## src/rtl/lc3b_types.sv

```systemverilog
// Shared LC-3b decode types: opcodes, immediate selects, the control word
// and the default datapath sizing used by the decode stage.
package lc3b_types;

  localparam int XLEN_DEFAULT  = 16;
  localparam int NREGS_DEFAULT = 8;

  typedef enum logic [3:0] {
    OP_BR  = 4'h0, OP_ADD = 4'h1, OP_LDB = 4'h2, OP_STB  = 4'h3,
    OP_JSR = 4'h4, OP_AND = 4'h5, OP_LDR = 4'h6, OP_STR  = 4'h7,
    OP_RTI = 4'h8, OP_XOR = 4'h9, OP_LDI = 4'hA, OP_STI  = 4'hB,
    OP_JMP = 4'hC, OP_SHF = 4'hD, OP_LEA = 4'hE, OP_TRAP = 4'hF
  } opcode_t;

  typedef enum logic [2:0] {
    IMM_NONE, IMM_ADJ6, IMM_SEXT5, IMM_SEXT6,
    IMM_ZEXT4, IMM_ADJ9, IMM_ADJ11, IMM_TRAP8
  } imm_sel_t;

  typedef struct packed {
    opcode_t  opcode;
    imm_sel_t imm_sel;
    logic     use_imm;
    logic     sr1_used;
    logic     sr2_used;
    logic     sr2_is_dest;  // stores read their data register from [11:9]
    logic     reg_write;
    logic     dest_link;    // JSR/TRAP write the link register
    logic     mem_read;
    logic     mem_write;
    logic     branch;
  } lc3b_control_word;

endpackage

```

## src/rtl/control_rom.sv

```systemverilog
// Opcode-to-control-word table for the LC-3b decode stage.
module control_rom
  import lc3b_types::*;
(
  input  logic [3:0]       op,
  input  logic             long_form,
  input  logic             imm_form,
  output lc3b_control_word ctrl
);

  // NOTE: combinational logic uses blocking assignments and sets a default
  // for every output first, so no path can infer a latch.
  always_comb begin
    ctrl        = '0;
    ctrl.opcode = opcode_t'(op);
    case (ctrl.opcode)
      OP_BR: begin
        ctrl.imm_sel = IMM_ADJ9;
        ctrl.branch  = 1'b1;
      end
      OP_ADD, OP_AND, OP_XOR: begin
        ctrl.sr1_used  = 1'b1;
        ctrl.sr2_used  = !imm_form;
        ctrl.use_imm   = imm_form;
        ctrl.imm_sel   = IMM_SEXT5;
        ctrl.reg_write = 1'b1;
      end
      OP_SHF: begin
        ctrl.sr1_used  = 1'b1;
        ctrl.use_imm   = 1'b1;
        ctrl.imm_sel   = IMM_ZEXT4;
        ctrl.reg_write = 1'b1;
      end
      OP_LDB, OP_LDR, OP_LDI: begin
        ctrl.sr1_used  = 1'b1;
        ctrl.use_imm   = 1'b1;
        ctrl.imm_sel   = (ctrl.opcode == OP_LDB) ? IMM_SEXT6 : IMM_ADJ6;
        ctrl.reg_write = 1'b1;
        ctrl.mem_read  = 1'b1;
      end
      OP_STB, OP_STR, OP_STI: begin
        ctrl.sr1_used    = 1'b1;
        ctrl.sr2_used    = 1'b1;
        ctrl.sr2_is_dest = 1'b1;
        ctrl.use_imm     = 1'b1;
        ctrl.imm_sel     = (ctrl.opcode == OP_STB) ? IMM_SEXT6 : IMM_ADJ6;
        ctrl.mem_write   = 1'b1;
      end
      OP_JSR: begin
        ctrl.reg_write = 1'b1;
        ctrl.dest_link = 1'b1;
        ctrl.branch    = 1'b1;
        ctrl.sr1_used  = !long_form;
        ctrl.imm_sel   = long_form ? IMM_ADJ11 : IMM_NONE;
      end
      OP_JMP: begin
        ctrl.sr1_used = 1'b1;
        ctrl.branch   = 1'b1;
      end
      OP_LEA: begin
        ctrl.use_imm   = 1'b1;
        ctrl.imm_sel   = IMM_ADJ9;
        ctrl.reg_write = 1'b1;
      end
      OP_TRAP: begin
        ctrl.imm_sel   = IMM_TRAP8;
        ctrl.reg_write = 1'b1;
        ctrl.dest_link = 1'b1;
        ctrl.branch    = 1'b1;
        ctrl.mem_read  = 1'b1;
      end
      default: ;
    endcase
  end

endmodule

```

## src/rtl/decode_scoreboard.sv

```systemverilog
// Per-register pending-write counters and the decode hazard check.
// DECODE_WB_BYPASS_EN lets a count==1 source resolve by a same-cycle write-back.
module decode_scoreboard #(
  parameter  int NREGS    = 8,
  parameter  int MAX_PEND = 3,
  localparam int RW       = $clog2(NREGS)
) (
  input  logic          clk,
  input  logic          rst_n,
  input  logic          inc_en,
  input  logic [RW-1:0] inc_idx,
  input  logic          wb_load,
  input  logic [RW-1:0] wb_dest,
  input  logic          flush_dec,
  input  logic [RW-1:0] flush_idx,
  input  logic          src1_used,
  input  logic [RW-1:0] src1_idx,
  input  logic          src2_used,
  input  logic [RW-1:0] src2_idx,
  input  logic          dest_used,
  input  logic [RW-1:0] dest_idx,
  output logic          hazard
);

  localparam int CW = $clog2(MAX_PEND + 1);

  logic [CW-1:0] count      [NREGS];
  logic [CW-1:0] count_next [NREGS];

  // Increments and both decrement sources are summed first, then clamped,
  // so a flush and a write-back on the same register stack and stop at zero.
  always_comb begin
    for (int i = 0; i < NREGS; i++) begin
      int n;
      n = int'(count[i]);
      if (inc_en    && inc_idx   == RW'(i)) n = n + 1;
      if (wb_load   && wb_dest   == RW'(i)) n = n - 1;
      if (flush_dec && flush_idx == RW'(i)) n = n - 1;
      if (n < 0)        n = 0;
      if (n > MAX_PEND) n = MAX_PEND;
      count_next[i] = CW'(n);
    end
  end

  // NOTE: sequential state uses non-blocking assignments so every register
  // samples the pre-edge values regardless of statement order.
  always_ff @(posedge clk or negedge rst_n) begin
    if (!rst_n) begin
      for (int i = 0; i < NREGS; i++) count[i] <= '0;
    end else begin
      for (int i = 0; i < NREGS; i++) count[i] <= count_next[i];
    end
  end

  function automatic logic src_blocked(input logic used, input logic [RW-1:0] idx);
    logic bypass;
`ifdef DECODE_WB_BYPASS_EN
    bypass = (count[idx] == CW'(1)) && wb_load && (wb_dest == idx);
`else
    bypass = 1'b0;
`endif
    return used && (count[idx] != '0) && !bypass;
  endfunction

  always_comb begin
    hazard = src_blocked(src1_used, src1_idx) ||
             src_blocked(src2_used, src2_idx) ||
             (dest_used && (count[dest_idx] == CW'(MAX_PEND)));
  end

endmodule

```

## src/rtl/decode_stage.sv

```systemverilog
// LC-3b decode stage: register read, immediate select, scoreboard stall and
// one output register. DECODE_WB_BYPASS_EN forwards same-cycle write-back data.
module decode_stage
  import lc3b_types::*;
#(
  parameter  int XLEN     = XLEN_DEFAULT,
  parameter  int NREGS    = NREGS_DEFAULT,
  parameter  int MAX_PEND = 3,
  localparam int RW       = $clog2(NREGS)
) (
  input  logic             clk,
  input  logic             rst_n,
  input  logic             in_valid,
  output logic             in_ready,
  input  logic [15:0]      in_instr,
  input  logic [XLEN-1:0]  in_pc,
  output logic             out_valid,
  input  logic             out_ready,
  output lc3b_control_word out_ctrl,
  output logic [XLEN-1:0]  out_sr1,
  output logic [XLEN-1:0]  out_sr2,
  output logic [XLEN-1:0]  out_imm,
  output logic [XLEN-1:0]  out_pc,
  output logic [RW-1:0]    out_dest,
  input  logic             wb_load,
  input  logic [RW-1:0]    wb_dest,
  input  logic [XLEN-1:0]  wb_data,
  input  logic             flush
);

  lc3b_control_word ctrl;
  logic [RW-1:0]    sr1_idx, sr2_idx, dest_idx;
  logic [XLEN-1:0]  rd1, rd2, imm;
  logic [XLEN-1:0]  regs [NREGS];
  logic             hazard, accept;

  control_rom u_rom (
    .op        (in_instr[15:12]),
    .long_form (in_instr[11]),
    .imm_form  (in_instr[5]),
    .ctrl      (ctrl)
  );

  assign sr1_idx  = RW'(in_instr[8:6]);
  assign sr2_idx  = ctrl.sr2_is_dest ? RW'(in_instr[11:9]) : RW'(in_instr[2:0]);
  assign dest_idx = ctrl.dest_link ? RW'(NREGS - 1) : RW'(in_instr[11:9]);

  decode_scoreboard #(.NREGS(NREGS), .MAX_PEND(MAX_PEND)) u_sb (
    .clk       (clk),
    .rst_n     (rst_n),
    .inc_en    (accept && ctrl.reg_write),
    .inc_idx   (dest_idx),
    .wb_load   (wb_load),
    .wb_dest   (wb_dest),
    .flush_dec (flush && out_valid && out_ctrl.reg_write),
    .flush_idx (out_dest),
    .src1_used (in_valid && ctrl.sr1_used),
    .src1_idx  (sr1_idx),
    .src2_used (in_valid && ctrl.sr2_used),
    .src2_idx  (sr2_idx),
    .dest_used (in_valid && ctrl.reg_write),
    .dest_idx  (dest_idx),
    .hazard    (hazard)
  );

  assign in_ready = (!out_valid || out_ready) && !hazard && !flush;
  assign accept   = in_valid && in_ready;

  // NOTE: the register array is reset because cleared registers are part of
  // the reset state; plain storage arrays normally skip reset.
  always_ff @(posedge clk or negedge rst_n) begin
    if (!rst_n) begin
      for (int i = 0; i < NREGS; i++) regs[i] <= '0;
    end else if (wb_load) begin
      regs[wb_dest] <= wb_data;
    end
  end

`ifdef DECODE_WB_BYPASS_EN
  assign rd1 = (wb_load && wb_dest == sr1_idx) ? wb_data : regs[sr1_idx];
  assign rd2 = (wb_load && wb_dest == sr2_idx) ? wb_data : regs[sr2_idx];
`else
  assign rd1 = regs[sr1_idx];
  assign rd2 = regs[sr2_idx];
`endif

  always_comb begin
    imm = '0;
    case (ctrl.imm_sel)
      IMM_ADJ6:  imm = XLEN'($signed({in_instr[5:0], 1'b0}));
      IMM_SEXT5: imm = XLEN'($signed(in_instr[4:0]));
      IMM_SEXT6: imm = XLEN'($signed(in_instr[5:0]));
      IMM_ZEXT4: imm = XLEN'(in_instr[3:0]);
      IMM_ADJ9:  imm = XLEN'($signed({in_instr[8:0], 1'b0}));
      IMM_ADJ11: imm = XLEN'($signed({in_instr[10:0], 1'b0}));
      IMM_TRAP8: imm = XLEN'({in_instr[7:0], 1'b0});
      default:   imm = '0;
    endcase
  end

  always_ff @(posedge clk or negedge rst_n) begin
    if (!rst_n) begin
      out_valid <= 1'b0;
      out_ctrl  <= '0;
      out_sr1   <= '0;
      out_sr2   <= '0;
      out_imm   <= '0;
      out_pc    <= '0;
      out_dest  <= '0;
    end else if (accept) begin
      out_valid <= 1'b1;
      out_ctrl  <= ctrl;
      out_sr1   <= rd1;
      out_sr2   <= rd2;
      out_imm   <= imm;
      out_pc    <= in_pc;
      out_dest  <= dest_idx;
    end else if (flush || out_ready) begin
      out_valid <= 1'b0;
    end
  end

endmodule

```

## config.mk

```make
export PLATFORM = sky130hd
export DESIGN_NAME = decode_stage
export DESIGN_NICKNAME = d
export VERILOG_FILES = /design/src/rtl/lc3b_types.sv /design/src/rtl/control_rom.sv /design/src/rtl/decode_scoreboard.sv /design/src/rtl/decode_stage.sv
export SDC_FILE = /design/constraint.sdc
export NUM_CORES = 1
export LEC_CHECK = 0
export CAP_MARGIN = 25
export CORE_ASPECT_RATIO = 0.5
export CORE_UTILIZATION = 50
export DETAILED_ROUTE_END_ITERATION = 6
export DONT_BUFFER_PORTS = 1
export HOLD_SLACK_MARGIN = 0.06
export SYNTH_ARGS = -nofsm -noshare
export SYNTH_HDL_FRONTEND = slang
export SYNTH_SLANG_ARGS = --single-unit
```

## constraint.sdc

```tcl
create_clock -name clk -period 8.8 [get_ports clk]
set_input_delay 1.76 -clock clk [delete_from_list [all_inputs] [get_ports clk]]
set_output_delay 1.76 -clock clk [all_outputs]
set_load 0.05 [all_outputs]
```

==> impl_metrics.json, run 1 <==
{
  "start_kind": "primary input",
  "grt_pass1_vias": 10900,
  "die_area_um2": 27500,
  "grt_pass1_wl_mm": 62.1,
  "internal_power_mw": 2.37,
  "wl_per_cell_um": 21.2,
  "fin_crit_ps": 5950,
  "hold_class": "reg -> reg",
  "r2r_cells": 15,
  "cts_resized": 0,
  "final_nets": 1585,
  "arrival_ps": 4190,
  "start_util_pct": 52.0,
  "cts.clk_slew.worst_paths_ps": 70,
  "fp-row-count": 41,
  "antenna_cells": 0,
  "reg2reg_to": "u_sb.count[2]$_DFF_PN0_",
  "drc": 15,
  "wl_met1_mm": 17.3,
  "insertion_delay_ps": 550,
  "cts_buffers": 23,
  "postCtsSetupBuffers": 0,
  "worstHoldEndpoint": "regs[102]$_DFFE_PN0P_",
  "numPortBuffers": 0,
  "ys_ff_latch": 223,
  "antenna_found_initial": 0,
  "htreeDepth": 1,
  "dr_wl_met3_mm": 2.75,
  "ys_types": 71,
  "post_synth_instance_area_um2": 13400,
  "die_w_um": 233,
  "gp_congestion": 0.902,
  "p_sw_mw": 1.88,
  "die_h_um": 118,
  "synth_top_area_share_pct": 41.7,
  "yosysSeqAreaShare_pct": 41.7,
  "tritoncts": "done",
  "p_leak_nw": 6.52,
  "skew_ps": 28.9,
  "synth_flop_cell": "dfrtp_1",
  "gr-total-overflow": 0,
  "placed_cells": 1807,
  "drtAntennaViolNets": 0,
  "crit_cells": 9,
  "finalWirelength_mm": 39.2,
  "synth_edf_count": 0,
  "highest-signal-layer": "met4",
  "r2r-start": "u_sb.count[6]$_DFF_PN0_",
  "syn_nets": 1655,
  "failed_checks": "design-rule violations",
  "critPathMostFrequentCell": "buf_4",
  "total_power_mw": 4.26,
  "pwr-share-seq_pct": 51.1,
  "worst_pin_slew_ps": 929,
  "async_flop_share_pct": 100,
  "critPathMaxFanout": 68,
  "hold_start": "regs[102]$_DFFE_PN0P_",
  "syn_area_per_cell_um2": 8.59,
  "area_growth_pct": 7.44,
  "min_period_over_period_pct": 67.6,
  "min_path_cells": 2,
  "rsz0062_at_grt": "false",
  "power.density_nw_per_um2": 296,
  "critPathCaptureType": "output port",
  "cap_violations": 0,
  "cts.sinks": 223,
  "yosysWarnings": 0,
  "grt_max_degree": 224,
  "dpl.hpwl_mm": 24.6,
  "drt_pass1_iterations": 7,
  "stdcell_count": 1849,
  "worst_path_max_delay_cell": "mux2_4",
  "yosysTopAreaCell": "dfrtp_1",
  "tns_ps": 0,
  "outcome": "finished, violations left",
  "rrSetupSlack_ps": 3970,
  "boundaryPins": 142,
  "drt-initial-drc-count": 1023,
  "setup_viol": 0,
  "worst_path_largest_cell_delay_ps": 780,
  "ir_worst_vdd_v": 0.000229,
  "yosysMostFrequentCell": "nand2_1",
  "p_comb_share_pct": 24.8,
  "crit_path_cell_trace": "nand2_2 > nand3_4 > mux2_4 > mux2_1 > o22ai_1 > o311a_1 > buf_4 > nor2_1 > buf_4",
  "maxSlewViolCount": 0,
  "drive_gt1_share_pct": 10.8,
  "synth_commonest_cells": "nand2_1 (590), dfrtp_1 (223), clkbuf_1 (89), o21ai_0 (77), nor2_1 (56)",
  "hold_violations": 0,
  "synth_area_leaders": "dfrtp_1 (42%), nand2_1 (17%), mux4_2 (5.9%)",
  "crit_start": "in_instr[14]",
  "pwr-share-clk_pct": 24.1,
  "max_freq_ghz": 0.168,
  "num_vias": 11300,
  "switching_share_pct": 44.2,
  "routed_via_density": 6.08,
  "path_buf_inv": 2,
  "fin_util_pct": 55.8,
  "worstSetupPathType": "in -> out",
  "critPathRequiredTime_ps": 7040,
  "root_buffer": "clkbuf_16",
  "placeableCoreArea_um2": 25800,
  "synth_cells": 1558,
  "track_usage_pct": 28.9,
  "hold_buffers": 0,
  "path_delay_family": "multiplexers",
  "slew_headroom_pct": 38.1,
  "clock_path_buffers": 3,
  "routed-wl-met2_mm": 18.3
}
[power groups by stage]
stage / registers, mW / logic, mW / clock network [mW]
after floorplan: 2.07 / 0.902 / 0
after global placement: 2.19 / 1.00 / 0
after detailed placement: 2.19 / 1.05 / 0
after CTS: 2.18 / 1.05 / 1.05
after global routing: 2.22 / 1.19 / 1.08
final: 2.18 / 1.05 / 1.03
[how the worst max path moves through the flow]
stage,slack (ps),to
3_5_place_dp,2460,u_sb.count[7]$_DFF_PN0_
6_report,2850,in_ready
2_1_floorplan,3120,in_ready
4_1_cts,2850,in_ready
3_3_place_gp,2580,u_sb.count[7]$_DFF_PN0_
5_1_grt,2730,u_sb.count[7]$_DFF_PN0_
[area by class of cell]
class	count	area, µm²
multi-input cells	1206	7330
well taps	344	430
repair buffers	24	220
inverters	10	37.5
clock buffers	27	621
clock inverters	15	160
fillers	2368	11400
flip-flops and latches	223	5580
[per-stage QoR]
step                hold slack, ps  setup slack (ps)  cell area (µm²)
floorplan                      463              3120            13400
global placement               477              2580            13500
detailed placement             487              2460            13600
CTS                            503              2850            14400
global route                   525              2730            14400
finish                         499              2850            14400
[worst register-to-register path: stages (launching register included)]
cell and delay [ps]:
dfrtp_1 500, nor2_1 320, mux4_2 290, mux2i_1 70
nand3_1 150, nand3b_1 300, or4_1 730, nor2_2 300
mux2i_1 280, ha_1 210, ha_1 250, or3_1 400
a31o_2 240, nor4b_1 410, o2bb2ai_1 190, a21oi_1 70
[state kept, by name (all words and copies together) (netlist names)]
name / count
out_sr2: 16
out_dest: 3
out_ctrl: 15
out_pc: 16
u_sb.count: 16
regs: 128
out_sr1: 16
out_imm: 12
out_valid: 1
[placed cells by master (no fill, tap or decap), drive strengths merged, types with 9 or more instances in the layout]
master  synthesis  layout
a21oi          32      32
a311oi         19      19
a31oi          24      24
and3           23      23
buf            30      24
clkbuf         89      27
clkinv          0       9
dfrtp         223     223
ha             40      40
inv            10      12
mux2           45      45
mux2i          41      41
mux4           35      35
nand2         591     591
nand3          51      51
nor2           58      58
nor3           20      20
o21ai          78      78
o31ai           9       9
xnor2          22      22
[layer usage]
layer | track usage [%] | vias up
met5 | 0 | -
met2 | 46.3 | 426
met3 | 4.48 | 69
li1 | - | 5201
met4 | 7.79 | 0
met1 | 40.9 | 5555
[cell families (layout without fill, tap and decap cells)]
logic type	Yosys count	count (layout)	share of synthesized area, %
simple gates	803	803	25.6
flops	223	223	41.7
compound gates	216	216	10.2
buf+inv	129	76	3.93
mux	121	121	12.8
fa+ha+maj	40	40	3.74
xor+xnor	26	26	1.96
No activity file was read; power rests on OpenSTA's default activity.
==> run 2: changes to the inputs <==
==> constraint.sdc (replaced) <==
create_clock -name clk -period 6.1 [get_ports clk]
set_input_delay 1.22 -clock clk [delete_from_list [all_inputs] [get_ports clk]]
set_output_delay 1.22 -clock clk [all_outputs]
set_load 0.05 [all_outputs]
==> run 2 against run 1 <==
  * The flow still finishes with violations (design-rule violations)
  * Final cell count hardly changed
  * Sequential power is 44% higher
  * Combinational power is 46% higher
  * Largest cell class unchanged
  * Power is 43% higher
  * Critical path depth is 10 higher
  * Clock power is 39% higher
  * Die area stayed put
==> impl_metrics.json, run 2 (same netlist as run 1, synthesis figures left out) <==
{
  "outcome": "finished, violations left",
  "failed_checks": "design-rule violations",
  "r2r-start": "u_sb.count[2]$_DFF_PN0_",
  "drive_gt1_share_pct": 10.7,
  "numPortBuffers": 0,
  "p_comb_share_pct": 25.0,
  "dpl.hpwl_mm": 24.8,
  "setup_viol": 0,
  "worst_pin_slew_ps": 926,
  "cap_violations": 0,
  "pwr-share-clk_pct": 23.4,
  "wl_per_cell_um": 21.5,
  "max_flop_register": "regs",
  "hold_violations": 0,
  "critPathCaptureType": "flop",
  "num_vias": 11300,
  "die_w_um": 233,
  "antenna_found_initial": 0,
  "largest_reg_flops": 128,
  "hold_buffers": 0,
  "cts.clk_slew.worst_paths_ps": 70,
  "hold_class": "in -> async",
  "reg2reg_to": "u_sb.count[3]$_DFF_PN0_",
  "placed_cell_area_um2": 13600,
  "arrival_ps": 5300,
  "worstSetupPathType": "in -> reg",
  "tritoncts": "done",
  "switching_share_pct": 44.3,
  "gp_congestion": 0.879,
  "start_util_pct": 52.0,
  "crit_start": "in_instr[14]",
  "rrSetupSlack_ps": 1490,
  "drtAntennaViolNets": 0,
  "insertion_delay_ps": 560,
  "maxSlewViolCount": 0,
  "cts_resized": 0,
  "skew_ps": 35.4,
  "internal_power_mw": 3.39,
  "cp-endpoint": "u_sb.count[5]$_DFF_PN0_",
  "p_sw_mw": 2.70,
  "p_leak_nw": 6.50,
  "clock_path_buffers": 3,
  "highest-signal-layer": "met4",
  "critPathRequiredTime_ps": 6500,
  "fp-row-count": 41,
  "ir_worst_vdd_v": 0.000278,
  "cts_buffers": 22,
  "wl_met1_mm": 16.7,
  "grt_max_degree": 224,
  "max_freq_ghz": 0.204,
  "power.density_nw_per_um2": 425,
  "final_nets": 1587,
  "drt_pass1_iterations": 7,
  "antenna_cells": 0,
  "critPathMaxFanout": 15,
  "boundaryPins": 142,
  "fillCellCount": 2328,
  "track_usage_pct": 29.3,
  "r2r_cells": 15,
  "pwr-share-seq_pct": 51.6,
  "die_area_um2": 27500,
  "die_h_um": 118,
  "total_power_mw": 6.09,
  "root_buffer": "clkbuf_16",
  "finalWirelength_mm": 39.7,
  "layout_common_cells": "nand2_1 (589), dfrtp_1 (222), o21ai_0 (77)",
  "postCtsSetupBuffers": 0,
  "grt_pass1_wl_mm": 62.7,
  "routed-wl-met2_mm": 18.2,
  "drc": 15,
  "cts.sinks": 223,
  "gr-total-overflow": 0,
  "min_period_over_period_pct": 80.4,
  "drt-initial-drc-count": 1176,
  "start_kind": "primary input",
  "tns_ps": 0,
  "fin_area_um2": 14300,
  "dr_wl_met3_mm": 3.69,
  "rsz0062_at_grt": "false",
  "grt_pass1_vias": 11000,
  "fin_crit_ps": 4910,
  "area_growth_pct": 7.10,
  "routed_via_density": 6.12,
  "slew_headroom_pct": 38.3,
  "placeableCoreArea_um2": 25800,
  "final_common_cell": "nand2_1",
  "htreeDepth": 1
}
[run 2: worst min path at each step]
stage                           from                        to
2_1_floorplan  regs[100]$_DFFE_PN0P_     regs[100]$_DFFE_PN0P_
3_3_place_gp    regs[47]$_DFFE_PN0P_      regs[47]$_DFFE_PN0P_
3_5_place_dp   regs[111]$_DFFE_PN0P_     regs[111]$_DFFE_PN0P_
4_1_cts                        rst_n     regs[113]$_DFFE_PN0P_
5_1_grt                        rst_n      regs[49]$_DFFE_PN0P_
6_report                       rst_n  u_sb.count[13]$_DFF_PN0_
[run 2: power by group through the flow]
| stage | clock network, mW | logic [mW] | registers [mW] |
|---|---|---|---|
| floorplan | 0 | 1.30 | 2.99 |
| global placement | 0 | 1.45 | 3.15 |
| detailed placement | 0 | 1.52 | 3.16 |
| CTS | 1.46 | 1.52 | 3.14 |
| global route | 1.52 | 1.72 | 3.20 |
| finish | 1.43 | 1.53 | 3.14 |
[run 2: metrics by stage]
stage	utilization [%]	worst slack [ps]	std cells	hold slack [ps]
4_1_cts	55.6	1250	1847	370
3_5_place_dp	52.8	673	1809	486
5_1_grt	55.7	934	1848	372
3_3_place_gp	52.8	875	1809	477
2_1_floorplan	-	1020	1558	463
6_report	55.7	1190	1848	390
[run 2: area by class of cell]
| cell class | count | area (µm²) | share of cell area, % |
|---|---|---|---|
| timing repair buffer | 27 | 215 | 1.50 |
| clock buffer | 27 | 599 | 4.18 |
| clock inverter | 11 | 140 | 0.978 |
| tap | 344 | 430 | 3.00 |
| inverter | 10 | 37.5 | 0.262 |
| multi-input combinational | 1206 | 7330 | 51.1 |
| sequential | 223 | 5580 | 38.9 |
[run 2: layer usage]
metal  track usage, %  vias to the layer above
met4             8.08                        0
met2             46.1                      480
met5                0                        -
met3             6.54                       72
met1             40.7                     5558
li1                 -                     5196
[run 2: critical path, cell delays in order]
cell and delay, ps:
nand2_2 70, nand3_4 180, mux2_4 380, mux2_1 210, o22ai_1 80, o311a_1 570
buf_4 280, nor3_4 460, mux2i_1 360, ha_1 280, nand2_1 120, nand2_1 70
ha_1 200, nand2_1 100, xnor2_1 90, nor3_1 150, a21oi_1 120, a311oi_1 280
nor2_1 70
